### src/rtl/fabric2_pkg.sv
// fabric2_pkg: OCP encodings, FSM state and grant types shared by the fabric v2 slave port.
package fabric2_pkg;
  localparam logic [2:0] OCP_CMD_IDLE  = 3'b000;
  localparam logic [2:0] OCP_CMD_WRITE = 3'b001;
  localparam logic [2:0] OCP_CMD_READ  = 3'b010;
  localparam logic [1:0] OCP_RESP_NULL = 2'b00;
  localparam logic [1:0] OCP_RESP_DVA  = 2'b01;
  localparam logic [1:0] OCP_RESP_ERR  = 2'b11;
  typedef enum logic [1:0] {ST_IDLE = 2'd0, ST_CMD = 2'd1, ST_RESP = 2'd2} state_t;
  typedef enum logic {GNT_I = 1'b0, GNT_D = 1'b1} gnt_t;
  function automatic logic is_req(input logic [2:0] cmd);
    return (cmd == OCP_CMD_READ) || (cmd == OCP_CMD_WRITE);
  endfunction
endpackage

### src/rtl/fabric2_rr_arb2.sv
// fabric2_rr_arb2: two-requester round-robin picker; on conflict the master not granted last wins.
module fabric2_rr_arb2
  import fabric2_pkg::*;
(
  input  logic req_i,
  input  logic req_d,
  input  gnt_t last_grant,
  output logic gnt_d
);
  assign gnt_d = req_d & (~req_i | (last_grant == GNT_I));
endmodule

### src/rtl/fabric2_slave_port.sv
// fabric2_slave_port: merges the I and D OCP masters onto one slave, returning each response to its issuer.
module fabric2_slave_port
  import fabric2_pkg::*;
#(
  parameter int ADDR_WIDTH = 32,
  parameter int DATA_WIDTH = 32,
  parameter int BE_WIDTH   = 4
) (
  input  logic                  clk,
  input  logic                  nrst,
  input  logic [ADDR_WIDTH-1:0] i_I_MAddr,
  input  logic [2:0]            i_I_MCmd,
  input  logic [DATA_WIDTH-1:0] i_I_MData,
  input  logic [BE_WIDTH-1:0]   i_I_MByteEn,
  output logic                  o_I_SCmdAccept,
  output logic [DATA_WIDTH-1:0] o_I_SData,
  output logic [1:0]            o_I_SResp,
  input  logic [ADDR_WIDTH-1:0] i_D_MAddr,
  input  logic [2:0]            i_D_MCmd,
  input  logic [DATA_WIDTH-1:0] i_D_MData,
  input  logic [BE_WIDTH-1:0]   i_D_MByteEn,
  output logic                  o_D_SCmdAccept,
  output logic [DATA_WIDTH-1:0] o_D_SData,
  output logic [1:0]            o_D_SResp,
  output logic [ADDR_WIDTH-1:0] o_S_MAddr,
  output logic [2:0]            o_S_MCmd,
  output logic [DATA_WIDTH-1:0] o_S_MData,
  output logic [BE_WIDTH-1:0]   o_S_MByteEn,
  input  logic                  i_S_SCmdAccept,
  input  logic [DATA_WIDTH-1:0] i_S_SData,
  input  logic [1:0]            i_S_SResp
);
  state_t state, state_nx;
  gnt_t   gnt, last_grant;
  logic   req_i, req_d, gnt_d;
  logic   sel_d, in_cmd, acc, fwd, has_resp;
  assign req_i = is_req(i_I_MCmd);
  assign req_d = is_req(i_D_MCmd);
  fabric2_rr_arb2 u_arb (
    .req_i      (req_i),
    .req_d      (req_d),
    .last_grant (last_grant),
    .gnt_d      (gnt_d)
  );
  always_ff @(posedge clk or negedge nrst) begin
    if (!nrst) begin
      state      <= ST_IDLE;
      gnt        <= GNT_I;
      last_grant <= GNT_I;
    end else begin
      state <= state_nx;
      if (state == ST_IDLE) gnt <= gnt_d ? GNT_D : GNT_I;
      if (acc) last_grant <= gnt;
    end
  end
  // The response path is open in RESP, and in CMD only on the accept cycle so a same-cycle reply reaches the master.
  always_comb begin
    sel_d    = (gnt == GNT_D);
    in_cmd   = (state == ST_CMD);
    acc      = in_cmd & i_S_SCmdAccept;
    fwd      = (state == ST_RESP) | acc;
    has_resp = (i_S_SResp != OCP_RESP_NULL);
    state_nx = (state == ST_IDLE) ? ((req_i | req_d) ? ST_CMD : ST_IDLE) :
               (state == ST_CMD)  ? (i_S_SCmdAccept ? (has_resp ? ST_IDLE : ST_RESP) : ST_CMD) :
               (state == ST_RESP) ? (has_resp ? ST_IDLE : ST_RESP) : ST_IDLE;
    o_S_MCmd       = in_cmd ? (sel_d ? i_D_MCmd    : i_I_MCmd)    : OCP_CMD_IDLE;
    o_S_MAddr      = in_cmd ? (sel_d ? i_D_MAddr   : i_I_MAddr)   : '0;
    o_S_MData      = in_cmd ? (sel_d ? i_D_MData   : i_I_MData)   : '0;
    o_S_MByteEn    = in_cmd ? (sel_d ? i_D_MByteEn : i_I_MByteEn) : '0;
    o_I_SCmdAccept = acc & ~sel_d;
    o_D_SCmdAccept = acc & sel_d;
    o_I_SResp      = (fwd & ~sel_d) ? i_S_SResp : OCP_RESP_NULL;
    o_D_SResp      = (fwd &  sel_d) ? i_S_SResp : OCP_RESP_NULL;
    o_I_SData      = (fwd & ~sel_d) ? i_S_SData : '0;
    o_D_SData      = (fwd &  sel_d) ? i_S_SData : '0;
  end
endmodule
### config.mk
export PLATFORM = sky130hd
export DESIGN_NAME = fabric2_slave_port
export DESIGN_NICKNAME = d
export VERILOG_FILES = /design/src/rtl/fabric2_pkg.sv /design/src/rtl/fabric2_rr_arb2.sv /design/src/rtl/fabric2_slave_port.sv
export SDC_FILE = /design/constraint.sdc
export NUM_CORES = 1
export LEC_CHECK = 0
export ABC_CLOCK_PERIOD_IN_PS = 2110
export CAP_MARGIN = 10
export CORE_AREA = 2 2 123 125
export CTS_CLUSTER_DIAMETER = 40
export DETAILED_ROUTE_END_ITERATION = 6
export DIE_AREA = 0 0 125 127
export PLACE_DENSITY = 0.54
export SYNTH_ARGS = -nofsm -noshare
export SYNTH_HDL_FRONTEND = slang
export SYNTH_HIERARCHICAL = 1
export SYNTH_SLANG_ARGS = --single-unit
### constraint.sdc
create_clock -name clk -period 2.11 [get_ports clk]
set_clock_uncertainty 0.05 [all_clocks]
set_input_delay 0.5275 -clock clk [delete_from_list [all_inputs] [get_ports clk]]
set_output_delay 0.5275 -clock clk [all_outputs]
set_load 0.005 [all_outputs]
### Word-level counts from Yosys, hierarchy flattened

Index checks and enable logic that the tools add are counted.

| operators by class | value |
|---|---|
| equality and inequality tests | 6 |
| multiplexer cells | 19 |
| bitwise logic cells | 12 |
| reduce and logical (&&, ||, !) cells | 4 |

Operators with widths:

| cell | count |
|---|---|
| $mux 32 | 6 |
| $mux 2 | 7 |
| $mux 4 | 2 |
| $and 1x1->1 | 6 |
| $eq 3x1->1 const B | 2 |
| $eq 3x2->1 const B | 2 |
| $mux 3 | 2 |
| $not 1->1 | 3 |
| $or 1x1->1 | 3 |
| $eq 2x1->1 const B | 1 |
| $eq 2x2->1 const B | 1 |
| $logic_not 2->1 | 1 |
| $logic_or 1x1->1 | 2 |
| $mux 1 | 2 |
| $reduce_bool 2->1 | 1 |

| word-level totals | value |
|---|---|
| register bits after elaboration | 4 |
| input bits | 179 |
| logic and storage cells | 44 |

### Depth between registers and ports, before layout

Gate-level depths: netlist of the first run.

| depth | value |
|---|---|
| depth after elaboration | 6 |
| gate-level depth with buffers | 5 |
| gate-level depth less buffers | 5 |

### Modules after synthesis

The synthesis of the first run kept the hierarchy.

Modules (own cells, without submodules):

| module | instances | cells each | area an instance (um^2) |
|---|---|---|---|
| fabric2_slave_port | 1 | 255 | 1,830.5 |
| fabric2_rr_arb2 | 1 | 1 | 11.3 |

### Worst setup path before layout of the first run

No wires, ideal clock.

| path | value |
|---|---|
| path type | in2out |
| start | in i_S_SCmdAccept |
| end | out o_D_SData[10] |
| arrival time | 1.119 ns |
| required time | 1.532 ns |
| path slack | 0.413 ns |
| stages on the path | 4 |
| path buffers | 1 |
| cells stage by stage | nand3b_4 > a21oi_4 > buf_6 > and2_1 |

| on the way | value |
|---|---|
| cells in the longest elaborated chain, start to end | 4 |

RTL lines:

| item | RTL line | RTL |
|---|---|---|
| start, declared | fabric2_slave_port.sv:29 | `input logic i_S_SCmdAccept,` |
| $and 1x1->1 | fabric2_slave_port.sv:60 | `acc = in_cmd & i_S_SCmdAccept;` |
| $or 1x1->1 | fabric2_slave_port.sv:61 | `fwd = (state == ST_RESP) \| acc;` |
| $and 1x1->1 | fabric2_slave_port.sv:75 | `o_D_SData = (fwd & sel_d) ? i_S_SData : '0;` |
| $mux 32 | fabric2_slave_port.sv:75 |  |
| end, declared | fabric2_slave_port.sv:23 | `output logic [DATA_WIDTH-1:0] o_D_SData,` |

Every way passes these cells.

### Worst setup path after layout of the first run

| path | value |
|---|---|
| start | reg gnt |
| end | out o_D_SResp[1] |

| on the way | value |
|---|---|
| cells in the longest elaborated chain, start to end | 2 |

RTL lines:

| item | RTL line | RTL |
|---|---|---|
| start, declared | fabric2_slave_port.sv:34 | `gnt_t gnt, last_grant;` |
| start signal, assigned | fabric2_slave_port.sv:52 | `if (state == ST_IDLE) gnt <= gnt_d ? GNT_D : GNT_I;` |
| $and 1x1->1 | fabric2_slave_port.sv:73 | `o_D_SResp = (fwd & sel_d) ? i_S_SResp : OCP_RESP_NULL;` |
| $mux 2 | fabric2_slave_port.sv:73 |  |
| end, declared | fabric2_slave_port.sv:24 | `output logic [1:0] o_D_SResp,` |

Every way passes these cells.

==> flow_metrics.tcl, run 1 <==
set metrics [dict create \
    powerDensity_nw_per_um2 666 \
    min_period_ns 2.24 \
    die_area_um2 15900 \
    setup_viol 51 \
    cts-root-buf "clkbuf_16" \
    portBuffers 319 \
    drc 0 \
    viasPerCell 3.89 \
    dp_hpwl_mm 9.53 \
    r2r_slack_ns 0.79 \
    ir_drop_mv 0.303 \
    cts_tree "done" \
    nFillCells 1445 \
    synth_top_area_frac 0.386 \
    drt-pass1-iter-count 4 \
    hold_viol_final 0 \
    max_stage_delay_ns 0.50 \
    synthToLayoutAreaGrowth_pct 228 \
    violations "setup timing" \
    post-place-ws_ns -0.703 \
    die_w_um 125 \
    drv_cap 0 \
    postLayoutSetupSlackWorst_ns -0.134 \
    end_kind "output port" \
    top_level_ports 320 \
    cp_max_fo 4 \
    cts_sinks 4 \
    period_share 1.06 \
    avgRoutedWirePerCell_um 14.9 \
    drv_slew 0 \
    synth.top_cells.by_area "mux2i_1 39%, and2_1 20%, nor2_1 15%" \
    syn_nets 435 \
    core.rowCount 44 \
    core_area_um2 14400 \
    start_util 0.128 \
    total_power_uw 4020 \
    synth_edf_count 0 \
    rsz0062_at_grt "yes" \
    antenna_found_initial 0 \
    worstSetupStartpointType "flop" \
    clk_pin_slew_worst_paths_ns 0.03 \
    ant_nets 0 \
    worstPathRequired_ns 1.53 \
    fin_hold_ws_ns 0.470 \
    drive_gt1_frac 0.386 \
    crit_chain "buf_6 -> inv_4 -> a21oi_4 -> buf_6 -> buf_6 -> buf_6 -> buf_6 -> and2_4 -> buf_6" \
    grt_max_degree 40 \
    yosys_warnings 6 \
    routed_wl_mm 12.2 \
    worst_path_most_repeated_cell "buf_6" \
    final_nets 810 \
    grt_pass1_vias 3328 \
    yosysSeqAreaShare 0.0543 \
    outcome "complete, but fails checks" \
    ys_ff_latch 4 \
    p_leak_uw 0.00280 \
    gr-total-overflow 0 \
    die_h_um 127 \
    tightestPinTransition_ns 0.213 \
    grt_pass1_wl_mm 17.7 \
    cp_data_arrival_time_ns 1.67 \
    yosysTopAreaCell "mux2i_1" \
    postLayoutCoreUtil 0.418 \
    h-tree-depth 1 \
    grt_use_total 0.138 \
    fmax_ghz 0.446 \
    routed-via-count 3169 \
    hold_class "primary input to asynchronous set/reset pin" \
    clock_latency_ns 0.22 \
    synthArstFlopShare 1.00 \
    path_class "flop to output port" \
    slew_headroom 0.854 \
    synthCells 256 \
    worst_path_max_delay_cell "dfrtp_4" \
    netlist_area_um2 1840 \
    ys_types 22 \
    cts_max_path_buffers 2 \
    place_congestion 0.797 \
    cts_buffers 3 \
    diodes 0 \
    first_iter_violations 85 \
    ys.flop_type "dfrtp_1" \
    postSynthAreaPerCell_um2 7.19 \
]
-- registers in the layout, indices dropped and copies added, names as in the netlist --
signal	cells
gnt	1
state	2
last_grant	1
-- cells in the final DEF, fill, tap and decap left out, types with 2 or more instances in the layout --
master / instances
mux2i_2: 2
and2_4: 49
clkbuf_16: 6
dlygate4sd2_1: 36
buf_16: 3
buf_4: 27
nor2_2: 3
mux2i_1: 68
clkdlybuf4s15_2: 2
buf_12: 13
buf_2: 30
clkdlybuf4s15_1: 4
a21oi_4: 2
buf_8: 5
xnor2_1: 2
clkdlybuf4s50_1: 177
and2_1: 19
buf_6: 71
clkbuf_2: 21
nor2_1: 73
dfrtp_1: 3
-- cell families after synthesis --
| group | after synthesis | share of synthesized area |
|---|---|---|
| buffers and inverters | 23 | 0.0917 |
| AND/OR/NAND/NOR | 148 | 0.415 |
| XOR/XNOR | 2 | 0.00951 |
| multiplexers | 71 | 0.386 |
| flip-flops | 4 | 0.0543 |
| AO/OA/AOI/OAI | 8 | 0.0435 |
-- where the power goes --
group	internal [uW]	switching (uW)	total (uW)
clock	250	54.4	304
combinational	2230	1340	3580
sequential	106	34.8	141
total	2590	1430	4020
-- final timing paths --
check                                       startpoint                      to  cells past startpoint
worst max-delay path                   gnt$_DFFE_PN0N_            o_D_SResp[1]                      9
worst min-delay path                              nrst      state[1]$_DFF_PN0_                      1
worst max register to register         gnt$_DFFE_PN0N_  last_grant$_DFFE_PN0P_                      6
worst min register to register  last_grant$_DFFE_PN0P_  last_grant$_DFFE_PN0P_                      1
max in group asynchronous                         nrst         gnt$_DFFE_PN0N_                      1
min in group clk                last_grant$_DFFE_PN0P_  last_grant$_DFFE_PN0P_                      1
-- through the flow --
stage / setup TNS [ns] / cell area (um^2) / std cells
2_1_floorplan: 0 / 1840 / 256
3_3_place_gp: -52.84 / 5420 / 769
3_5_place_dp: -55.90 / 5420 / 769
4_1_cts: -6.98 / 5810 / 806
5_1_grt: -10.00 / 6030 / 814
6_report: -2.70 / 6030 / 814
-- per-layer routing --
metal / wire length (um) / GRT usage / part of all wire / vias to the layer above
li1: - / - / - / 1585
met3: 757 / 0.0255 / 0.062 / 10
met1: 4450 / 0.151 / 0.37 / 1417
met2: 6820 / 0.277 / 0.56 / 157
met4: 142 / 0.0235 / 0.012 / 0
met5: 0 / 0 / 0 / -
-- what timing repair did --
item	in CTS	in global routing
setup buffers	29	11
hold buffers	0	0
pin swaps	37	16
endpoints found under the setup margin	141	135
cloned	5	3
gates resized for setup	475	110
-- final cells by class --
| class | instances | area (um^2) | share of cell area |
|---|---|---|---|
| Clock buffer | 4 | 78.8 | 0.0131 |
| Inverter | 1 | 6.26 | 0.00104 |
| Multi-Input combinational cell | 229 | 1720 | 0.284 |
| Sequential cell | 4 | 104 | 0.0172 |
| Tap cell | 184 | 230 | 0.0382 |
| Timing Repair Buffer | 392 | 3900 | 0.646 |
-- worst max-delay path: cells and delay by family (launching register included) --
family | cells | cell delay [ns]
and+or+nand+nor | 1 | 0.14
DFF | 1 | 0.50
AOI/OAI and AO/OA | 1 | 0.04
buffers and inverters | 7 | 0.76
-- synthesized netlist by cell type (2+ instances only) --
cell type / count
buf_4: 6
buf_2: 9
dfrtp_1: 4
buf_6: 6
and2_1: 60
a21oi_4: 2
mux2i_1: 71
and2_2: 8
xnor2_1: 2
nor2_1: 76
No activity file was read; power rests on OpenSTA's default activity.
==> run 2: changes to the inputs <==
ABC_CLOCK_PERIOD_IN_PS = 2000   (was 2110)
CORE_AREA = 2 2 125 127   (was 2 2 123 125)
DIE_AREA = 0 0 127 129   (was 0 0 125 127)
PLACE_DENSITY = 0.55   (was 0.54)
clock period = 2 ns   (was 2.11 ns; I/O delays follow)
==> run 2 against run 1 <==
  * The flow still finishes with violations (setup timing)
  * Critical path depth up 2
  * Highest routed layer unchanged
  * Clock power up 7.6%
  * Utilization up 3.1 points
  * Via count up 6.6%
  * First-iteration DRC count down 21%
  * Final area up 12%
  * Global-route usage up 0.81 points
  * Routed wire length up 15%
  * Clock-buffer cell count unchanged
  * Combinational power up 36%
==> flow_metrics.tcl, run 2 (same netlist as run 1, synthesis figures left out) <==
set metrics [dict create \
    reg_top3 "state: 2 flops, gnt: 1 flops, last_grant: 1 flops" \
    clock_latency_ns 0.23 \
    period_share 1.19 \
    worstPathRequired_ns 1.45 \
    ir_drop_mv 0.315 \
    grt_pass1_wl_mm 18.6 \
    portBuffers 319 \
    cts.hold.buffers_added 0 \
    first_iter_violations 67 \
    r2r_slack_ns 0.64 \
    cts_buffers 3 \
    swShare 0.378 \
    min_period_ns 2.39 \
    outcome "complete, but fails checks" \
    final_common_cell "clkdlybuf4s50_1" \
    powerDensity_nw_per_um2 793 \
    routed-via-count 3377 \
    p_sw_uw 2020 \
    drc 0 \
    routed_wl_mm 14.0 \
    path_class "flop to output port" \
    grt_pass1_vias 3436 \
    slew_headroom 0.801 \
    diodes 0 \
    die_area_um2 16400 \
    worst_path_most_repeated_cell "buf_6" \
    setup_viol 139 \
    total_power_uw 5330 \
    power.internal_uw 3320 \
    hold_class "primary input to asynchronous set/reset pin" \
    cts_tree "done" \
    antenna_found_initial 0 \
    cp_max_fo 4 \
    die_w_um 127 \
    worst-r2r-cell-count 4 \
    grt_max_degree 18 \
    r2r_start "state[1]$_DFF_PN0_" \
    grt_use_total 0.146 \
    drive_gt1_frac 0.586 \
    avgRoutedWirePerCell_um 16.6 \
    end_kind "output port" \
    crit_chain "buf_6 -> nand2b_4 -> buf_6 -> a21oi_4 -> buf_6 -> buf_12 -> buf_8 -> buf_6 -> buf_6 -> and2_4 -> buf_6" \
    clk_pin_slew_worst_paths_ns 0.03 \
    max_stage_delay_ns 0.43 \
    drt-pass1-iter-count 3 \
    cts-root-buf "clkbuf_16" \
    die_h_um 129 \
    top_level_ports 320 \
    comb_power_share 0.911 \
    pwr-share-clk 0.061 \
    p_leak_uw 0.00298 \
    drv_slew 0 \
    core_area_um2 15000 \
    worstSetupStartpointType "flop" \
    viasPerCell 4.01 \
    drv_cap 0 \
    finalNonFillerCells 843 \
    core.rowCount 45 \
    hold_viol_final 0 \
    power_frac_seq 0.028 \
    cts_sinks 4 \
    rsz0062_at_grt "yes" \
    cts_max_path_buffers 2 \
    top_register "state" \
    worst_path_max_delay_cell "dfrtp_2" \
    largest_register_ffs 2 \
    synthToLayoutAreaGrowth_pct 265 \
    fmax_ghz 0.419 \
    post-place-ws_ns -0.749 \
    postLayoutSetupSlackWorst_ns -0.385 \
    violations "setup timing" \
    h-tree-depth 1 \
    final_nets 835 \
    worst_r2r_endpoint "state[1]$_DFF_PN0_" \
    dp_hpwl_mm 9.18 \
    dp_cells 762 \
    mostFrequentLayoutCells "177 x clkdlybuf4s50_1, 93 x buf_6, 75 x buf_2" \
    crit_start "state[1]$_DFF_PN0_" \
    gr-total-overflow 0 \
    place_congestion 0.754 \
    ant_nets 0 \
    cp_data_arrival_time_ns 1.84 \
    tns_ns -31.63 \
    tightestPinTransition_ns 0.290 \
    start_util 0.123 \
]
-- run 2: changes by cell type in the layout (fill, tap and decap cells not counted), sizes merged --
cell,delta
buf,+78
dlygate4sd2,-36
clkbuf,-17
-- run 2: per-stage QoR --
step / hold slack [ns] / cell area (um^2) / utilization
finish: 0.428 / 6730 / 0.449
global route: 0.431 / 6730 / 0.449
global placement: 0.455 / 5340 / 0.357
CTS: 0.430 / 6090 / 0.407
detailed placement: 0.464 / 5340 / 0.357
floorplan: 0.154 / 1840 / -
-- run 2: worst max-delay path by stage --
| stage | to | slack [ns] | cells past startpoint |
|---|---|---|---|
| 3_3_place_gp | o_D_SData[12] | -0.73 | 6 |
| 3_5_place_dp | o_I_SData[29] | -0.75 | 6 |
| 5_1_grt | o_I_SData[0] | -0.44 | 10 |
| 2_1_floorplan | o_D_SData[10] | 0.34 | 4 |
| 4_1_cts | o_D_SResp[1] | -0.46 | 6 |
| 6_report | o_I_SData[0] | -0.39 | 11 |
-- run 2: worst max-delay path: cells and delay by family, from the launching register on --
kind                   cells  cell delay, ns
flip-flops                 1            0.43
AO/OA/AOI/OAI              1            0.06
AND/OR/NAND/NOR            2            0.22
buffers and inverters      8            0.89
-- run 2: layer usage --
layer  global-route usage  vias up  part of all wire
li1                     -     1645                 -
met1                0.166     1551              0.38
met2                0.288      167              0.55
met3               0.0170       14             0.060
met4               0.0368        0             0.015
met5                    0        -                 0
-- run 2: what timing repair did --
| item | 4_1_cts | 5_1_grt |
|---|---|---|
| resized for setup | 543 | 301 |
| pin swaps | 17 | 37 |
| setup endpoints to repair | 141 | 141 |
| gates cloned | 14 | 5 |
| setup buffers | 43 | 25 |
| endpoints found under the hold margin | 0 | 0 |
-- run 2: power by group through the flow --
stage | clock, uW | sequential [uW] | combinational (uW)
after floorplan | 0 | 130 | 1350
after global placement | 0 | 173 | 3120
after detailed placement | 0 | 176 | 3140
after CTS | 330 | 148 | 4190
after global routing | 345 | 152 | 5160
final | 327 | 150 | 4860
-- run 2: area by class of cell --
| type | count | area [um^2] |
|---|---|---|
| inverter | 1 | 3.75 |
| sequential | 4 | 106 |
| multi-input combinational | 229 | 2110 |
| tap | 188 | 235 |
| fill | 1426 | 8250 |
| timing repair buffer | 417 | 4200 |
| clock buffer | 4 | 78.8 |
